===== src/rtl/seq_restoring_divider.sv =====
// Sequential restoring divider: one quotient bit per clock, MSB first, three-state FSM.
// Optional divide-by-zero shortcut and dz flag enabled by defining DIV_BYZERO_EN.
module seq_restoring_divider #(
  parameter int DW = 8,
  parameter int VW = 4
) (
  input  logic          clk,
  input  logic          rst_n,
  input  logic          start,
  input  logic [DW-1:0] dividend,
  input  logic [VW-1:0] divisor,
  output logic          busy,
  output logic          done,
  output logic [DW-1:0] quotient,
  output logic [VW-1:0] remainder
`ifdef DIV_BYZERO_EN
  ,output logic         dz
`endif
);

  localparam int CW = $clog2(DW + 1);

  typedef enum logic [1:0] {
    S_IDLE = 2'd0,
    S_RUN  = 2'd1,
    S_DONE = 2'd2
  } state_e;

  state_e        state_q, state_d;
  logic [DW-1:0] dvd_q, dvd_d;
  logic [VW-1:0] dvs_q, dvs_d;
  logic [VW-1:0] prem_q, prem_d;
  logic [CW-1:0] cnt_q, cnt_d;
  logic [DW-1:0] quotient_q, quotient_d;
  logic [VW-1:0] remainder_q, remainder_d;
  logic          busy_q, busy_d;
  logic          done_q, done_d;
`ifdef DIV_BYZERO_EN
  logic          dz_q, dz_d;
`endif

  logic [VW:0]   trial_s;
  logic          ge_s;
  logic [VW-1:0] diff_s;
  logic [VW-1:0] step_rem_s;

  // One restoring step: trial is the VW+1-bit partial remainder after shifting in the next bit.
  // A held remainder is always below the divisor, so only its low VW bits are kept.
  always_comb begin
    trial_s    = {prem_q, dvd_q[DW-1]};
    ge_s       = (trial_s >= {1'b0, dvs_q});
    diff_s     = trial_s[VW-1:0] - dvs_q;
    if (ge_s) begin
      step_rem_s = diff_s;
    end else begin
      step_rem_s = trial_s[VW-1:0];
    end
  end

  // Next-state and datapath update; dvd_q shifts out dividend bits while quotient bits fill in.
  always_comb begin
    state_d     = state_q;
    dvd_d       = dvd_q;
    dvs_d       = dvs_q;
    prem_d      = prem_q;
    cnt_d       = cnt_q;
    quotient_d  = quotient_q;
    remainder_d = remainder_q;
`ifdef DIV_BYZERO_EN
    dz_d        = 1'b0;
`endif
    case (state_q)
      S_IDLE, S_DONE: begin
        if (start) begin
          dvd_d   = dividend;
          dvs_d   = divisor;
          prem_d  = {VW{1'b0}};
          cnt_d   = {CW{1'b0}};
          state_d = S_RUN;
`ifdef DIV_BYZERO_EN
          if (divisor == {VW{1'b0}}) begin
            state_d     = S_DONE;
            quotient_d  = {DW{1'b1}};
            remainder_d = {VW{1'b1}};
            dz_d        = 1'b1;
          end else begin
            state_d = S_RUN;
          end
`endif
        end else begin
          state_d = S_IDLE;
        end
      end
      S_RUN: begin
        dvd_d  = {dvd_q[DW-2:0], ge_s};
        prem_d = step_rem_s;
        cnt_d  = cnt_q + {{(CW-1){1'b0}}, 1'b1};
        if (cnt_q == CW'(DW - 1)) begin
          state_d     = S_DONE;
          quotient_d  = {dvd_q[DW-2:0], ge_s};
          remainder_d = step_rem_s;
        end else begin
          state_d = S_RUN;
        end
      end
      default: begin
        state_d = S_IDLE;
      end
    endcase
    busy_d = (state_d == S_RUN);
    done_d = (state_d == S_DONE);
  end

  // State, operand and output registers.
  always_ff @(posedge clk or negedge rst_n) begin
    if (!rst_n) begin
      state_q     <= S_IDLE;
      dvd_q       <= {DW{1'b0}};
      dvs_q       <= {VW{1'b0}};
      prem_q      <= {VW{1'b0}};
      cnt_q       <= {CW{1'b0}};
      quotient_q  <= {DW{1'b0}};
      remainder_q <= {VW{1'b0}};
      busy_q      <= 1'b0;
      done_q      <= 1'b0;
`ifdef DIV_BYZERO_EN
      dz_q        <= 1'b0;
`endif
    end else begin
      state_q     <= state_d;
      dvd_q       <= dvd_d;
      dvs_q       <= dvs_d;
      prem_q      <= prem_d;
      cnt_q       <= cnt_d;
      quotient_q  <= quotient_d;
      remainder_q <= remainder_d;
      busy_q      <= busy_d;
      done_q      <= done_d;
`ifdef DIV_BYZERO_EN
      dz_q        <= dz_d;
`endif
    end
  end

  assign busy      = busy_q;
  assign done      = done_q;
  assign quotient  = quotient_q;
  assign remainder = remainder_q;
`ifdef DIV_BYZERO_EN
  assign dz        = dz_q;
`endif

endmodule

===== config.mk =====
export PLATFORM = sky130hd
export DESIGN_NAME = seq_restoring_divider
export DESIGN_NICKNAME = d
export VERILOG_FILES = /design/src/rtl/seq_restoring_divider.sv
export SDC_FILE = /design/constraint.sdc
export NUM_CORES = 1
export LEC_CHECK = 0
export CORE_ASPECT_RATIO = 1.75
export CORE_UTILIZATION = 25
export CTS_CLUSTER_DIAMETER = 30
export DETAILED_ROUTE_END_ITERATION = 8
export MAX_ROUTING_LAYER = met4
export SYNTH_ARGS = -nofsm -noshare
export SYNTH_HDL_FRONTEND = slang
export SYNTH_SLANG_ARGS = --single-unit

===== constraint.sdc =====
create_clock -name clk -period 5 [get_ports clk]
set_clock_uncertainty 0.2 [all_clocks]
set_input_delay 1 -clock clk [delete_from_list [all_inputs] [get_ports clk]]
set_output_delay 1 -clock clk [all_outputs]
set_load 0.03 [all_outputs]

==> results of run 1 <==
[worst max-delay path: stages]
cell and delay (ns):
clkdlybuf4s50_1 0.38, nor2b_1 0.12, buf_4 0.20, nor2_1 0.72
o21ai_0 0.20, o21ai_0 0.12
[layout by cell type, fill, tap and decap left out, types with 2 or more instances in the layout]
| cell | n |
|---|---|
| a21o_1 | 2 |
| a22oi_1 | 7 |
| a31o_2 | 2 |
| a32o_1 | 2 |
| and2_1 | 2 |
| buf_4 | 2 |
| clkbuf_8 | 5 |
| clkdlybuf4s50_1 | 27 |
| clkinv_2 | 2 |
| dfrtp_1 | 36 |
| ha_1 | 5 |
| inv_1 | 7 |
| nand2_1 | 45 |
| nand3_1 | 2 |
| nand3b_1 | 2 |
| nand4_1 | 4 |
| nor2_1 | 4 |
| nor2b_1 | 2 |
| nor3_1 | 2 |
| o211ai_1 | 2 |
| o21ai_0 | 12 |
| o31ai_1 | 2 |
[registers in the layout (all words and copies together), names as in the netlist]
register and flops:
dvd_q 8, quotient 8, cnt_q 4, dvs_q 4, prem_q 4, remainder 4, state_q 2, busy 1
done 1
[metal layers]
metal | up-vias | part of all wire (%) | wire length, microns | global-route usage [%]
met2 | 22 | 54 | 2070 | 21.6
met4 | 0 | 2.0 | 78 | 6.49
met3 | 5 | 2.4 | 90 | 2.30
met1 | 649 | 41 | 1580 | 13.7
li1 | 614 | - | - | -
met5 | - | 0 | 0 | -
[stage by stage]
stage	hold WS, ns	cells	total power, mW	utilization, %	setup slack, ns
floorplan	0.249	162	1.08	-	2.88
global placement	0.266	264	1.32	31.8	2.06
detailed placement	0.263	264	1.33	31.8	1.94
CTS	0.285	272	1.55	33.2	2.25
global route	0.301	272	1.65	33.2	2.07
finish	0.280	272	1.53	33.2	2.26
[layout make-up]
type / instances / area (sq um) / area share (%)
tap: 80 / 100 / 4.80
clock inverter: 3 / 18.8 / 0.900
sequential: 36 / 901 / 43.2
inverter: 7 / 26.3 / 1.26
multi-input combinational: 111 / 681 / 32.6
clock buffer: 5 / 68.8 / 3.30
timing repair buffer: 30 / 290 / 13.9
[worst paths after layout]
kind	from	endpoint	slack (ns)	cells past startpoint
min in group asynchronous	rst_n	dvs_q[0]	0.58	1
max in group asynchronous	rst_n	quotient[2]	3.50	1
hold reg to reg	quotient[2]	quotient[2]	0.28	2
setup / recovery	start	cnt_q[2]	2.26	6
setup reg to reg	cnt_q[0]	remainder[0]	2.72	5
hold / removal	quotient[2]	quotient[2]	0.28	2
[where the power goes]
part           switching, mW  total (mW)  internal, mW
Combinational          0.453       0.805         0.352
Clock                  0.117       0.215        0.0973
Sequential            0.0868       0.515         0.428
Total                  0.657        1.53         0.878
[kinds of logic after synthesis]
| logic type | Yosys count | share of synthesized area, % |
|---|---|---|
| multiplexers | 1 | 0.685 |
| buffers and inverters | 15 | 3.81 |
| AO/OA/AOI/OAI | 34 | 15.9 |
| XOR/XNOR | 1 | 0.533 |
| adder cells (fa/ha/maj) | 6 | 5.02 |
| flip-flops | 36 | 54.8 |
| AND/OR/NAND/NOR | 69 | 19.3 |
==> results by group, run 1 <==
Run
  • Max Cap Violations: 0

Timing
  • RSZ-0062 raised after global routing: false
  • Period utilization: 54.7%
  • Max Clk Rate: 365 MHz
  • Setup_tns: 0 ns
  • Min cycle time layout: 2.74 ns
  • Worst Tran Pin Value: 0.931 ns
  • Max-slew violation count: 0
  • Count of final hold-check violations: 0
  • Max-Slew Margin vs Limit: 37.7%
  • Setup violators final: 0

Min path
  • Hold/Removal Path Class: reg -> reg

Floorplanning
  • Initial Util: 26.2%
  • I/O pins: 29
  • Die area: 0.00692 sq mm
  • Standard-cell rows: 38
  • Die Y: 109 microns
  • Core area: 0.00628 sq mm
  • Die W: 63.3 microns

Synth
  • Syn Nets: 183
  • Syn_area_per_cell: 10.1 sq um
  • Most area-hungry cell type in the Yosys netlist: dfrtp_1
  • Post-synth ARST share: 100%
  • Synth warnings: 0
  • Synth top area cells: dfrtp_1 (55%), nand2_1 (10%), ha_1 (3.8%)
  • Synth Instances: 162
  • Seq/Total Area, Yosys: 54.8%
  • Top cells by count, synth: nand2_1 (45), dfrtp_1 (36), o21ai_0 (12), a22oi_1 (7), inv_1 (7)
  • Count leader, synth: nand2_1
  • Yosys top cell area share: 54.8%
  • Distinct cell type count after synthesis: 36
  • Main flop type after synthesis: dfrtp_1
  • Yosys reg bits: 36
  • Synthesized area: 0.00164 sq mm
  • Number of synthesized flops with an enable pin: 0

Finish
  • N_diodes: 0
  • Nets: 212
  • FILL cells: 659
  • Area growth, synth to finish: 26.9%
  • Post-route cell area: 0.00209 sq mm
  • Layout cells sized above 1: 9.90%

Route
  • Drt pass-1 iters: 4
  • Routed wire length: 3.82 mm
  • DR DRC count: 0
  • Routed Antenna Nets: 0
  • DR vias/cell: 4.74
  • Initial DRC Count: 46
  • Via count: 1290
  • WL/cell: 14.0 microns

Placement
  • Routability cong.: 0.890
  • Port Buffer Count: 28
  • Dpl cell area: 0.00200 sq mm
  • DP Wirelength: 2.63 mm

GRT
  • Grt ovf: 0
  • Global-route wire length before repair: 6.33 mm
  • Antenna violations before repair: 0
  • Largest net degree at the start of global routing: 37
  • Total GRT Usage: 12.6%
  • Vias in the first global route: 1308

Clock tree
  • Post CTS Setup Buffer Count: 0
  • Clk Latency, worst-skew pair: 0.29 ns
  • CTS max path bufs: 2
  • H-tree levels: 2
  • Clock root cell: clkbuf_8
  • Num CTS Buffers: 5
  • Clk slew on worst S/H paths: 0.08 ns
  • Cts repair resizes: 0
  • Clock sinks: 36
  • Hold-fix buffers, CTS: 0
  • CTS tree: yes

Setup path
  • Worst Path Arrival: 2.75 ns
  • CP Capture Type: flip-flop
  • Crit path required time: 5.01 ns
  • CP startpoint kind: input pin
  • Critical Path Fanout Max: 20
  • Critical path class: in -> reg

Pwr
  • VDD IR max: 265 uV
  • Power Density: 736 mW/mm^2
  • Leak: 0.936 nW

Status
  • Status: finished, final reports clean
No activity file was read; power rests on OpenSTA's default activity.
==> run 2: changes to the inputs <==
Clock period 5 ns to 2.4 ns, I/O delays scaled along.
==> run 2 against run 1 <==
Net effect:
- clock power grew 92%
- via count shrank 2.0%
- count of clock-buffer cells in the layout is 1 higher
- cell count is the same
- critical path depth decreased by 1
- total power grew 110%
- core utilization about the same
- sequential cell count stayed put
- critical path type is now reg -> reg
- highest routed layer unchanged
==> results by group, run 2 (synthesized netlist as in run 1, its figures left out) <==
Floorplanning
  • Die area: 0.00692 sq mm (unchanged)
  • Die W: 63.3 microns (unchanged)
  • Core area: 0.00628 sq mm (unchanged)
  • Initial Util: 26.2% (unchanged)
  • Standard-cell rows: 38 (unchanged)
  • I/O pins: 29 (unchanged)
  • Die Y: 109 microns (unchanged)

Finish
  • Layout cells sized above 1: 9.38% (was 9.90%)
  • FILL cells: 673 (was 659)
  • Register area: 901 sq um (unchanged)
  • Post-route cell area: 0.00208 sq mm (was 0.00209 sq mm)
  • Commonest non-fill, non-tap cell in the layout: nand2_1 (unchanged)
  • Nets: 213 (was 212)
  • Area growth, synth to finish: 26.7% (was 26.9%)
  • N_diodes: 0 (unchanged)
  • Final Non-Filler Cells: 272 (unchanged)
  • Multi-input combinational cell area: 681 sq um (unchanged)
  • Most frequent cells in the layout: nand2_1 (45), dfrtp_1 (36), clkdlybuf4s50_1 (27) (unchanged)

Setup path
  • Crit path cell chain: ha_1 > nor2b_4 > o311a_4 > or3_1 > a32o_1 (was clkdlybuf4s50_1 > nor2b_1 > buf_4 > nor2_1 > o21ai_0 > o21ai_0)
  • Worst Path Arrival: 2.12 ns (was 2.75 ns)
  • FF-to-FF Start: prem_q[0] (was cnt_q[0])
  • Critical path class: reg -> reg (was in -> reg)
  • CP peak stage delay: 0.44 ns (was 0.72 ns)
  • Setup slack, reg-to-reg: 0.25 ns (was 2.72 ns)
  • CP Capture Type: flip-flop (unchanged)
  • Reg2reg end: prem_q[2] (was remainder[0])
  • CP startpoint kind: flip-flop (was input pin)
  • Crit path required time: 2.37 ns (was 5.01 ns)
  • Slowest CP cell: dfrtp_1 (was nor2_1)
  • Register-to-Register Path Depth: 5 (unchanged)
  • Critical Path Fanout Max: 5 (was 20)

Pwr
  • Seq pwr share: 33.7% (was 33.6%)
  • Switching pwr: 1.34 mW (was 0.657 mW)
  • P_int: 1.83 mW (was 0.878 mW)
  • Overall Power: 3.17 mW (was 1.53 mW)
  • Clock power frac: 13.0% (was 14.0%)
  • Leak: 0.933 nW (was 0.936 nW)
  • VDD IR max: 658 uV (was 265 uV)
  • Power Density: 1520 mW/mm^2 (was 736 mW/mm^2)
  • Sw Share: 42.2% (was 42.8%)
  • Comb pwr share: 53.3% (was 52.4%)

GRT
  • Largest net degree at the start of global routing: 37 (unchanged)
  • Vias in the first global route: 1269 (was 1308)
  • Total GRT Usage: 12.1% (was 12.6%)
  • Antenna violations before repair: 0 (unchanged)
  • Grt ovf: 0 (unchanged)
  • Global-route wire length before repair: 6.09 mm (was 6.33 mm)

Route
  • DR DRC count: 0 (unchanged)
  • DR vias/cell: 4.65 (was 4.74)
  • Routed wire length: 3.68 mm (was 3.82 mm)
  • Routed Antenna Nets: 0 (unchanged)
  • WL/cell: 13.5 microns (was 14.0 microns)
  • Via count: 1264 (was 1290)
  • Drt pass-1 iters: 4 (unchanged)
  • Initial DRC Count: 26 (was 46)

Timing
  • Max Clk Rate: 466 MHz
  • Post-route setup slack: 0.252 ns (was 2.26 ns)
  • Min cycle time layout: 2.15 ns
  • RSZ-0062 raised after global routing: false (unchanged)
  • Worst Tran Pin Value: 0.909 ns (was 0.931 ns)
  • Period utilization: 89.5%
  • Count of final hold-check violations: 0 (unchanged)
  • Setup violators final: 0 (unchanged)
  • Setup_tns: 0 ns (unchanged)
  • Max-Slew Margin vs Limit: 39.2% (was 37.7%)
  • Max-slew violation count: 0 (unchanged)

Clock tree
  • Clk Latency, worst-skew pair: 0.29 ns (about the same)
  • CTS max path bufs: 2 (unchanged)
  • Hold-fix buffers, CTS: 0 (unchanged)
  • H-tree levels: 2 (unchanged)
  • Num CTS Buffers: 5 (unchanged)
  • Clock sinks: 36 (unchanged)
  • Clk slew on worst S/H paths: 0.08 ns (about the same)
  • Cts repair resizes: 0 (unchanged)
  • CTS tree: yes (unchanged)
  • Clock root cell: clkbuf_8 (unchanged)
  • Post CTS Setup Buffer Count: 0 (unchanged)

Placement
  • Setup WS pre-CTS: 0.0804 ns (was 1.94 ns)
  • Routability cong.: 0.862 (was 0.890)
  • DP Wirelength: 2.65 mm (was 2.63 mm)
  • Cell Count Post-Placement: 265 (was 264)
  • Port Buffer Count: 28 (unchanged)
  • Dpl cell area: 0.00201 sq mm (was 0.00200 sq mm)

Min path
  • Hold/Removal Path Class: in -> async (was reg -> reg)

Run
  • Max Cap Violations: 0 (unchanged)

Status
  • Status: finished, final reports clean (unchanged)
-- run 2: changes by cell type in the layout (fill, tap and decap cells not counted), sizes merged --
cell	change
clkinv	-2
buf	+1
clkbuf	+1
-- run 2: worst max-delay path: cells and delay by family, from the launching register on --
family	cells	cell delay (ns)
AOI/OAI and AO/OA	2	0.57
adders and majority gates	1	0.33
DFF	1	0.44
and+or+nand+nor	2	0.49
-- run 2: stage by stage --
stage,utilization (%),hold WS (ns)
floorplan,-,-0.0156
global placement,32.0,0.264
detailed placement,32.0,0.266
CTS,33.2,0.104
global route,33.2,0.136
finish,33.2,0.0643
-- run 2: metal layers --
metal	wire length, microns	GRT usage (%)
met2	1980	21.3
met1	1500	12.8
met4	77	5.84
met3	127	2.51
met5	0	-
-- run 2: power by group through the flow --
stage / Combinational (mW) / Clock (mW) / Sequential [mW]
4_1_cts: 1.71 / 0.420 / 1.07
5_1_grt: 1.89 / 0.449 / 1.11
6_report: 1.69 / 0.412 / 1.07
3_5_place_dp: 1.70 / 0 / 1.08
3_3_place_gp: 1.69 / 0 / 1.08
2_1_floorplan: 1.02 / 0 / 1.23
-- run 2: layout make-up --
class                           instances  share of cell area, %
Inverter                                7                   1.26
Timing Repair Buffer                   31                   14.3
Clock inverter                          1                  0.240
Multi-Input combinational cell        111                   32.7
Tap cell                               80                   4.80
Clock buffer                            6                   3.48
Sequential cell                        36                   43.2
-- run 2: how the worst max path moves through the flow --
stage                    from         to  slack, ns  depth (start not counted)
floorplan           prem_q[0]  prem_q[2]       0.37                          5
global route         dvd_q[7]  prem_q[2]       0.14                          7
CTS                 prem_q[0]  prem_q[2]       0.26                          5
detailed placement      start   cnt_q[2]       0.08                          5
global placement        start   cnt_q[2]       0.11                          5
finish              prem_q[0]  prem_q[2]       0.25                          5
